### src/rtl/csr_unit_pkg.sv
// Shared definitions for the machine-mode CSR unit: CSR addresses, mstatus and
// mip bit positions, write-operation and control-state encodings, and the
// csrs_t snapshot structure exported by csr_unit.
package csr_unit_pkg;

  // Snapshot field width and upper bound on hardware performance counters
  localparam int unsigned CSR_W    = 64;
  localparam int unsigned NCNT_MAX = 8;
  localparam int unsigned HPM_IW   = $clog2(NCNT_MAX);

  localparam logic [11:0] CSR_MSTATUS   = 12'h300;
  localparam logic [11:0] CSR_MIE       = 12'h304;
  localparam logic [11:0] CSR_MTVEC     = 12'h305;
  localparam logic [11:0] CSR_MSCRATCH  = 12'h340;
  localparam logic [11:0] CSR_MEPC      = 12'h341;
  localparam logic [11:0] CSR_MCAUSE    = 12'h342;
  localparam logic [11:0] CSR_MTVAL     = 12'h343;
  localparam logic [11:0] CSR_MIP       = 12'h344;
  localparam logic [11:0] CSR_MCYCLE    = 12'hB00;
  localparam logic [11:0] CSR_MINSTRET  = 12'hB02;
  localparam logic [11:0] CSR_MHPM_BASE = 12'hB03;
  localparam logic [11:0] CSR_MHARTID   = 12'hF14;

  localparam int unsigned MSTATUS_MIE    = 3;
  localparam int unsigned MSTATUS_MPIE   = 7;
  localparam int unsigned MSTATUS_MPP_LO = 11;
  localparam int unsigned MSTATUS_MPP_HI = 12;

  localparam int unsigned MIP_MTIP = 7;
  localparam int unsigned MIP_MEIP = 11;

  typedef enum logic [1:0] {
    WR_WRITE = 2'b00,
    WR_SET   = 2'b01,
    WR_CLEAR = 2'b10,
    WR_NOP   = 2'b11
  } wr_op_e;

  typedef enum logic [1:0] {
    ST_IDLE = 2'd0,
    ST_TRAP = 2'd1,
    ST_RET  = 2'd2
  } ctrl_state_e;

  // Live register snapshot; narrower datapaths are zero-extended into it
  typedef struct packed {
    logic [1:0]                       mode;
    logic [CSR_W-1:0]                 mstatus;
    logic [CSR_W-1:0]                 mie;
    logic [CSR_W-1:0]                 mtvec;
    logic [CSR_W-1:0]                 mscratch;
    logic [CSR_W-1:0]                 mepc;
    logic [CSR_W-1:0]                 mcause;
    logic [CSR_W-1:0]                 mtval;
    logic [CSR_W-1:0]                 mip;
    logic [CSR_W-1:0]                 mcycle;
    logic [CSR_W-1:0]                 minstret;
    logic [NCNT_MAX-1:0][CSR_W-1:0]   mhpmcounter;
  } csrs_t;

endpackage

### src/rtl/csr_counter.sv
// Free-running counter with synchronous load; a load wins over an increment.
// Ports: clk, rst_n (async active-low), inc_i, load_en_i, load_val_i, cnt_o.
module csr_counter #(
  parameter int unsigned W = 64
) (
  input  logic         clk,
  input  logic         rst_n,
  input  logic         inc_i,
  input  logic         load_en_i,
  input  logic [W-1:0] load_val_i,
  output logic [W-1:0] cnt_o
);

  logic [W-1:0] cnt_q;
  logic [W-1:0] cnt_d;

  // Next count: load, else increment (wraps naturally), else hold
  always_comb begin
    cnt_d = cnt_q;
    if (load_en_i) begin
      cnt_d = load_val_i;
    end else if (inc_i) begin
      cnt_d = cnt_q + W'(1);
    end
  end

  always_ff @(posedge clk or negedge rst_n) begin
    if (!rst_n) begin
      cnt_q <= '0;
    end else begin
      cnt_q <= cnt_d;
    end
  end

  assign cnt_o = cnt_q;

endmodule

### src/rtl/csr_unit.sv
// Machine-mode CSR unit: combinational CSR read port, write/set/clear port,
// trap entry and mret sequencing with a one-cycle PC redirect, interrupt
// pending detection, and cycle/instret/hpm counters.
// Ports: clk, reset (async active-low); rd_addr/rd_data/rd_illegal read port;
// wr_en/wr_op/wr_addr/wr_data write port; trap_* and mret_req control inputs;
// instret, hpm_event counter events; irq_timer/irq_ext interrupt levels;
// redirect_valid/redirect_pc, irq_pending and the csrGroup snapshot outputs.
module csr_unit
  import csr_unit_pkg::*;
#(
  parameter int unsigned     XLEN        = 64,
  parameter int unsigned     NCNT        = 2,
  parameter logic [XLEN-1:0] MTVEC_RESET = '0
) (
  input  logic            clk,
  input  logic            reset,
  input  logic [11:0]     rd_addr,
  output logic [XLEN-1:0] rd_data,
  output logic            rd_illegal,
  input  logic            wr_en,
  input  logic [1:0]      wr_op,
  input  logic [11:0]     wr_addr,
  input  logic [XLEN-1:0] wr_data,
  input  logic            trap_req,
  input  logic [XLEN-1:0] trap_cause,
  input  logic [XLEN-1:0] trap_pc,
  input  logic [XLEN-1:0] trap_tval,
  input  logic            mret_req,
  input  logic            instret,
  input  logic [NCNT-1:0] hpm_event,
  input  logic            irq_timer,
  input  logic            irq_ext,
  output logic            redirect_valid,
  output logic [XLEN-1:0] redirect_pc,
  output logic            irq_pending,
  output csrs_t           csrGroup
);

  ctrl_state_e     state_q, state_d;
  logic [XLEN-1:0] mstatus_q, mstatus_d;
  logic [XLEN-1:0] mie_q, mie_d;
  logic [XLEN-1:0] mtvec_q, mtvec_d;
  logic [XLEN-1:0] mscratch_q, mscratch_d;
  logic [XLEN-1:0] mepc_q, mepc_d;
  logic [XLEN-1:0] mcause_q, mcause_d;
  logic [XLEN-1:0] mtval_q, mtval_d;
  logic [1:0]      mode_q, mode_d;
  logic            irq_timer_q, irq_ext_q;

  logic [XLEN-1:0] mip_val;
  logic [XLEN-1:0] mcycle_val;
  logic [XLEN-1:0] minstret_val;
  logic [XLEN-1:0] hpm_cnt [NCNT_MAX];

  logic [XLEN:0]   rd_lookup;
  logic [XLEN:0]   wr_lookup;
  logic [XLEN-1:0] wr_old;
  logic [XLEN-1:0] wr_new;
  logic            wr_accept;
  logic [XLEN-1:0] tvec_base;

  // Only the timer and external interrupt bits of mip are implemented
  always_comb begin
    mip_val           = '0;
    mip_val[MIP_MTIP] = irq_timer_q;
    mip_val[MIP_MEIP] = irq_ext_q;
  end

  // Address decode shared by the read port and the read-modify-write path;
  // bit XLEN flags an unimplemented address
  function automatic logic [XLEN:0] csr_lookup(input logic [11:0] addr);
    logic [XLEN:0] r;
    r = '0;
    case (addr)
      CSR_MSTATUS:  r[XLEN-1:0] = mstatus_q;
      CSR_MIE:      r[XLEN-1:0] = mie_q;
      CSR_MTVEC:    r[XLEN-1:0] = mtvec_q;
      CSR_MSCRATCH: r[XLEN-1:0] = mscratch_q;
      CSR_MEPC:     r[XLEN-1:0] = mepc_q;
      CSR_MCAUSE:   r[XLEN-1:0] = mcause_q;
      CSR_MTVAL:    r[XLEN-1:0] = mtval_q;
      CSR_MIP:      r[XLEN-1:0] = mip_val;
      CSR_MCYCLE:   r[XLEN-1:0] = mcycle_val;
      CSR_MINSTRET: r[XLEN-1:0] = minstret_val;
      CSR_MHARTID:  r           = '0;
      default: begin
        r[XLEN] = 1'b1;
        for (int unsigned i = 0; i < NCNT; i++) begin
          if (addr == CSR_MHPM_BASE + 12'(i)) begin
            r = {1'b0, hpm_cnt[HPM_IW'(i)]};
          end
        end
      end
    endcase
    return r;
  endfunction

  always_comb begin
    rd_lookup = csr_lookup(rd_addr);
    wr_lookup = csr_lookup(wr_addr);
  end

  assign rd_data    = rd_lookup[XLEN-1:0];
  assign rd_illegal = rd_lookup[XLEN];
  assign wr_old     = wr_lookup[XLEN-1:0];

  // Read-modify-write operand
  always_comb begin
    wr_new = wr_old;
    case (wr_op)
      WR_WRITE: wr_new = wr_data;
      WR_SET:   wr_new = wr_old | wr_data;
      WR_CLEAR: wr_new = wr_old & ~wr_data;
      default:  wr_new = wr_old;
    endcase
  end

  // A write lands only in IDLE and only when no trap or mret claims the cycle
  assign wr_accept = (state_q == ST_IDLE) && !trap_req && !mret_req &&
                     wr_en && (wr_op != WR_NOP);

  csr_counter #(.W(XLEN)) u_mcycle (
    .clk        (clk),
    .rst_n      (reset),
    .inc_i      (1'b1),
    .load_en_i  (wr_accept && (wr_addr == CSR_MCYCLE)),
    .load_val_i (wr_new),
    .cnt_o      (mcycle_val)
  );

  csr_counter #(.W(XLEN)) u_minstret (
    .clk        (clk),
    .rst_n      (reset),
    .inc_i      (instret),
    .load_en_i  (wr_accept && (wr_addr == CSR_MINSTRET)),
    .load_val_i (wr_new),
    .cnt_o      (minstret_val)
  );

  for (genvar g = 0; g < NCNT_MAX; g++) begin : g_hpm
    if (g < NCNT) begin : g_on
      csr_counter #(.W(XLEN)) u_cnt (
        .clk        (clk),
        .rst_n      (reset),
        .inc_i      (hpm_event[g]),
        .load_en_i  (wr_accept && (wr_addr == CSR_MHPM_BASE + 12'(g))),
        .load_val_i (wr_new),
        .cnt_o      (hpm_cnt[g])
      );
    end else begin : g_off
      assign hpm_cnt[g] = '0;
    end
  end

  // Control FSM and CSR next-state: trap > mret > write, IDLE only
  always_comb begin
    state_d    = state_q;
    mstatus_d  = mstatus_q;
    mie_d      = mie_q;
    mtvec_d    = mtvec_q;
    mscratch_d = mscratch_q;
    mepc_d     = mepc_q;
    mcause_d   = mcause_q;
    mtval_d    = mtval_q;
    mode_d     = mode_q;
    case (state_q)
      ST_IDLE: begin
        if (trap_req) begin
          mepc_d                                 = trap_pc;
          mcause_d                               = trap_cause;
          mtval_d                                = trap_tval;
          mstatus_d[MSTATUS_MPIE]                = mstatus_q[MSTATUS_MIE];
          mstatus_d[MSTATUS_MIE]                 = 1'b0;
          mstatus_d[MSTATUS_MPP_HI:MSTATUS_MPP_LO] = mode_q;
          mode_d                                 = 2'b11;
          state_d                                = ST_TRAP;
        end else if (mret_req) begin
          mstatus_d[MSTATUS_MIE]                 = mstatus_q[MSTATUS_MPIE];
          mstatus_d[MSTATUS_MPIE]                = 1'b1;
          mode_d                                 = mstatus_q[MSTATUS_MPP_HI:MSTATUS_MPP_LO];
          mstatus_d[MSTATUS_MPP_HI:MSTATUS_MPP_LO] = 2'b00;
          state_d                                = ST_RET;
        end else if (wr_accept) begin
          case (wr_addr)
            CSR_MSTATUS:  mstatus_d  = wr_new;
            CSR_MIE:      mie_d      = wr_new;
            CSR_MTVEC:    mtvec_d    = wr_new & ~XLEN'(2);
            CSR_MSCRATCH: mscratch_d = wr_new;
            CSR_MEPC:     mepc_d     = wr_new & ~XLEN'(3);
            CSR_MCAUSE:   mcause_d   = wr_new;
            CSR_MTVAL:    mtval_d    = wr_new;
            default:      ;
          endcase
        end
      end
      ST_TRAP: state_d = ST_IDLE;
      ST_RET:  state_d = ST_IDLE;
      default: state_d = ST_IDLE;
    endcase
  end

  always_ff @(posedge clk or negedge reset) begin
    if (!reset) begin
      state_q     <= ST_IDLE;
      mstatus_q   <= '0;
      mie_q       <= '0;
      mtvec_q     <= MTVEC_RESET;
      mscratch_q  <= '0;
      mepc_q      <= '0;
      mcause_q    <= '0;
      mtval_q     <= '0;
      mode_q      <= 2'b11;
      irq_timer_q <= 1'b0;
      irq_ext_q   <= 1'b0;
    end else begin
      state_q     <= state_d;
      mstatus_q   <= mstatus_d;
      mie_q       <= mie_d;
      mtvec_q     <= mtvec_d;
      mscratch_q  <= mscratch_d;
      mepc_q      <= mepc_d;
      mcause_q    <= mcause_d;
      mtval_q     <= mtval_d;
      mode_q      <= mode_d;
      irq_timer_q <= irq_timer;
      irq_ext_q   <= irq_ext;
    end
  end

  // Redirect is decoded from the state flop so reset clears it asynchronously;
  // mtvec, mcause and mepc are frozen while TRAP/RET is active
  assign tvec_base = mtvec_q & ~XLEN'(3);

  always_comb begin
    redirect_valid = 1'b0;
    redirect_pc    = '0;
    case (state_q)
      ST_TRAP: begin
        redirect_valid = 1'b1;
        if (mtvec_q[0] && mcause_q[XLEN-1]) begin
          redirect_pc = tvec_base + (XLEN'(mcause_q[XLEN-2:0]) << 2);
        end else begin
          redirect_pc = tvec_base;
        end
      end
      ST_RET: begin
        redirect_valid = 1'b1;
        redirect_pc    = mepc_q;
      end
      default: ;
    endcase
  end

  assign irq_pending = mstatus_q[MSTATUS_MIE] & (|(mip_val & mie_q));

  always_comb begin
    csrGroup          = '0;
    csrGroup.mode     = mode_q;
    csrGroup.mstatus  = CSR_W'(mstatus_q);
    csrGroup.mie      = CSR_W'(mie_q);
    csrGroup.mtvec    = CSR_W'(mtvec_q);
    csrGroup.mscratch = CSR_W'(mscratch_q);
    csrGroup.mepc     = CSR_W'(mepc_q);
    csrGroup.mcause   = CSR_W'(mcause_q);
    csrGroup.mtval    = CSR_W'(mtval_q);
    csrGroup.mip      = CSR_W'(mip_val);
    csrGroup.mcycle   = CSR_W'(mcycle_val);
    csrGroup.minstret = CSR_W'(minstret_val);
    for (int unsigned i = 0; i < NCNT_MAX; i++) begin
      csrGroup.mhpmcounter[HPM_IW'(i)] = CSR_W'(hpm_cnt[HPM_IW'(i)]);
    end
  end

endmodule

### config.mk
export PLATFORM = sky130hd
export DESIGN_NAME = csr_unit
export DESIGN_NICKNAME = d
export VERILOG_FILES = /design/src/rtl/csr_unit_pkg.sv /design/src/rtl/csr_counter.sv /design/src/rtl/csr_unit.sv
export SDC_FILE = /design/constraint.sdc
export NUM_CORES = 2
export LEC_CHECK = 0
export ABC_CLOCK_PERIOD_IN_PS = 4200
export BUFFER_PORTS_ARGS = -buffer_cell sky130_fd_sc_hd__buf_2
export CAP_MARGIN = 20
export CELL_PAD_IN_SITES_DETAIL_PLACEMENT = 0
export CELL_PAD_IN_SITES_GLOBAL_PLACEMENT = 1
export CORE_AREA = 10 10 609 611
export CTS_CLUSTER_DIAMETER = 120
export DETAILED_ROUTE_END_ITERATION = 8
export DIE_AREA = 0 0 619 621
export PLACE_DENSITY_LB_ADDON = 0.08
export SYNTH_ARGS = -nofsm -noshare
export SYNTH_HDL_FRONTEND = slang
export SYNTH_HIERARCHICAL = 1
export SYNTH_SLANG_ARGS = --single-unit
export TNS_END_PERCENT = 30
### constraint.sdc
create_clock -name clk -period 4.2 [get_ports clk]
set_input_delay 0.21 -clock clk [delete_from_list [all_inputs] [get_ports clk]]
set_output_delay 0.21 -clock clk [all_outputs]
set_load 0.02 [all_outputs]
==> key figures <==
Outcome
  – Status: finished with violations
  – Violated checks: DRC, setup timing

Drt
  – # DRC: 11
  – Post-DRT Antenna Nets: 0
  – DRT iter0 DRCs: 6218
  – Vias: about 57000
  – Avg WL per Cell: between 40 and 50 microns
  – Vias per cell: 4.64
  – Total Wirelength: about 500 mm
  – TritonRoute pass-1 iters: 9

Worst setup path
  – Worst R2R End: mtval_q[12]
  – CP required: between 3 and 4 ns
  – Setup CP Type: reg2out
  – Reg2reg setup slack: 0.60 ns
  – Worst Path Arrival: ~4.2 ns
  – Crit-path max cell delay: between 0.3 and 0.4 ns
  – Most used cell, CP: buf_4
  – Cell Chain, Critical Path: ha_2 > fa_2 > a211oi_4 > nor2_4 > o31ai_4 > nand3_1 > a211oi_2 > buf_4 > nor4b_2 > buf_4 > o21ba_4 > nand4_1 > o21a_1 > xnor2_1 > o21ai_1 > buf_4 > buf_4
  – Critical Path Start Type: flip-flop
  – Reg-to-Reg Start: state_q[0]
  – Crit path max fanout: 3
  – Reg2reg path depth: 9
  – Delay-heaviest family, CP: compound AO/OA/AOI/OAI gates
  – Slowest cell on crit path: dfrtp_1
  – Worst path bufs/invs: 4
  – Worst Setup End Kind: output pin

Logic synthesis
  – Largest family of logic cells by synthesized area: compound AO/OA/AOI/OAI gates
  – Xor/xnor cell area share of the yosys netlist: roughly 3.2%
  – Post-Synth Simple-Gate Area: between 10% and 20%
  – Cell variety after synth: 89
  – #FFs+latches synth: slightly above 700
  – Async S/R FF share, synth: 100%
  – Compound-Gate Fraction of Synth Area: between 20% and 30%
  – Mux cell area share after synthesis: a little under 6%
  – Area contributors post-synth: dfrtp_1, buf_4, nand2_1
  – Yosys top cell by area: dfrtp_1
  – Register area share after synthesis: between 30% and 40%
  – Count leader, synth: nand2_1
  – Post-synth top area share: 34.7%
  – Synth top cells by count: nand2_1, dfrtp_1, buf_4, nor2_1, clkbuf_1
  – Syn. warnings: 6
  – Ys flop type: dfrtp_1
  – Area share of fa/ha/maj cells after synthesis: roughly 1.7%
  – Number of flops mapped to enable cells by yosys: 0
  – Avg Cell Area, Syn: 8.73 sq um
  – Mapped Area: about 0.05 sq mm
  – Syn Inst Count: 5841

Place
  – Post-Place Setup Slack: -0.317 ns
  – Hpwl dp: 405 mm
  – Placer Congestion: 0.893
  – Placement Cell Area: ~0.064 sq mm
  – Port Buffers: 1129

Clocking
  – TritonCTS clock tree: built
  – Clock sink total: 709
  – Latest clock arrival within the worst-skew pair: 0.76 ns
  – CTS root buf: clkbuf_16
  – Htree depth: 3
  – CTS buffer count: 103
  – CTS Buffer Depth: 3
  – CTS clk-pin slew, worst paths: 0.06 ns

Global route
  – First-pass GRT wire length: 634 mm
  – Largest net degree at the start of global routing: 99
  – Initial antenna violation count: just over 40
  – Overall Global Routing Usage: 24.6%
  – Total gr overflow: 0
  – Via count of the first global-routing pass: 57800

Floorplan
  – Die ar.: approximately 0.38 sq mm
  – Core area: 0.358 sq mm
  – Die Ht: slightly above 600 microns
  – Row count: between 200 and 250
  – IO Pins: 1577
  – Initial Util: 14.2%
  – Overall die width: 619 microns

Min path
  – Hold/Removal Path Class: in2async

Finish
  – Final nets: approximately 8000
  – Layout cell share with drive strength beyond 1: around a third
  – P&R area growth vs syn: 38.7%
  – Post-route design area: between 0.07 and 0.08 sq mm

Power and ir drop
  – Pint: between 15 and 20 mW
  – Sw Ratio: a little over two fifths
  – Power share of the clock group: a little over a third
  – Pwr/cell area: 377 mW/mm^2
  – Leakage: 31.6 nW
  – NetSw: 11.3 mW
  – Tot Pwr: 26.7 mW
  – Sequential power share: 34.7%
  – VDD IR max: ~0.28 mV
  – Logic pwr share: between 20 and 30%

Timing
  – RSZ-0062 raised after global routing: true
  – Final setup viols: 25
  – Slew Viols, Final: 0
  – FMAX: roughly 230 MHz
  – Tmin final: roughly 4.4 ns
  – Layout Skew: ~0.044 ns
  – Setup ws final: -0.207 ns
  – Period utilization: 105%
  – Hold WS: between 0.02 and 0.025 ns
  – Fin. Hold Viols: 0
  – Worst-Margin Slew: slightly above 1 ns
  – Slew headroom: a little under a third

Job
  – Max Cap Violations: 0
==> routing by layer <==
metal / vias up / GRT usage [%] / share of wire, %
met3: 577 / 3.90 / 5.0
met5: - / 0 / 0.0052
li1: 24300 / - / -
met4: 4 / 13.3 / 6.8
met2: 2679 / 47.4 / 54
met1: 29600 / 25.2 / 35
==> cell type report <==
class | instances | area, sq um
clock inverters | 33 | 470
inverters | 117 | 444
fillers | 40200 | 287000
clock buffers | 156 | 3070
diodes | 19 | 47.5
flip-flops and latches | 709 | 17700
repair buffers | 1937 | 13000
well taps | 4773 | 5970
multi-input cells | 4571 | 29900
==> logic make-up (layout without fill, tap and decap cells) <==
logic type | Yosys count | count (layout)
DFF | 709 | 709
xor gates and xnor gates | 185 | 185
muxes | 272 | 272
AOI/OAI and AO/OA | 1677 | 1677
and+or+nand+nor | 1916 | 1916
adders and majority gates | 69 | 69
buffers and inverters | 1011 | 2243
other | 2 | 471
==> placed cells by master (no fill, tap or decap), types with 41 or more instances in the layout <==
cell type      count
a21oi_1          134
clkbuf_16        105
a22oi_1           73
inv_1            111
o31ai_1          277
and4_1            44
xor2_1           103
buf_12            54
ha_1              49
conb_1           452
and3_1            67
nand2_1          810
or4_1             78
buf_4            551
a221oi_1         208
a31oi_1          129
a222oi_1         171
dlygate4sd3_1    218
nand3_1           95
buf_2           1104
a41oi_1           57
a22o_1           117
nor2b_1           41
nor2_1           451
nand4_1          103
mux2_2           246
o21ai_0          249
dfrtp_1          707
xnor2_1           73
==> power groups by stage <==
stage	registers (mW)	logic, mW	clock network (mW)
after floorplan	9.24	2.60	0
after detailed placement	9.43	7.60	0
after global placement	9.41	7.63	0
after global routing	9.26	8.18	10.1
final	9.24	7.82	9.60
after CTS	9.31	7.88	9.89
==> state kept, by name, indices dropped and copies added (netlist names), 63 cells and up <==
register	flops
u_minstret/cnt_o	64
mstatus_q	64
g_hpm.g_on.u_cnt/cnt_o	128
u_mcycle/cnt_o	64
mscratch_q	64
mtval_q	64
mtvec_q	63
mie_q	64
mepc_q	64
mcause_q	64
==> per-stage QoR <==
| stage | instances | TNS (ns) | utilization [%] |
|---|---|---|---|
| 6_report | 12300 | -1.95 | 19.7 |
| 5_1_grt | 12300 | -8.31 | 19.7 |
| 4_1_cts | 12300 | -5.20 | 19.7 |
| 3_5_place_dp | 11900 | -2.53 | 17.9 |
| 3_3_place_gp | 11900 | -1.83 | 17.9 |
| 2_1_floorplan | 6291 | 0 | - |
==> worst max path at each step <==
stage / slack, ns / from / end / cells after the start
2_1_floorplan: 0.60 / mcause_q[0] / redirect_pc[62] / 13
3_3_place_gp: -0.22 / mcause_q[0] / redirect_pc[62] / 16
3_5_place_dp: -0.32 / mcause_q[3] / redirect_pc[49] / 15
4_1_cts: -0.35 / mtvec_q[2] / redirect_pc[52] / 17
5_1_grt: -0.36 / mtvec_q[2] / redirect_pc[62] / 15
6_report: -0.21 / mtvec_q[2] / redirect_pc[52] / 17
==> repair_timing <==
action | 4_1_cts | 5_1_grt
buffers inserted | 11 | 14
gates resized for setup | 113 | 43
setup endpoints to repair | 48 | 41
pin swaps | 39 | 34
hold buffers | 218 | 0
hold endpoints to repair | 332 | 0
(Power assumes the default switching activity.)
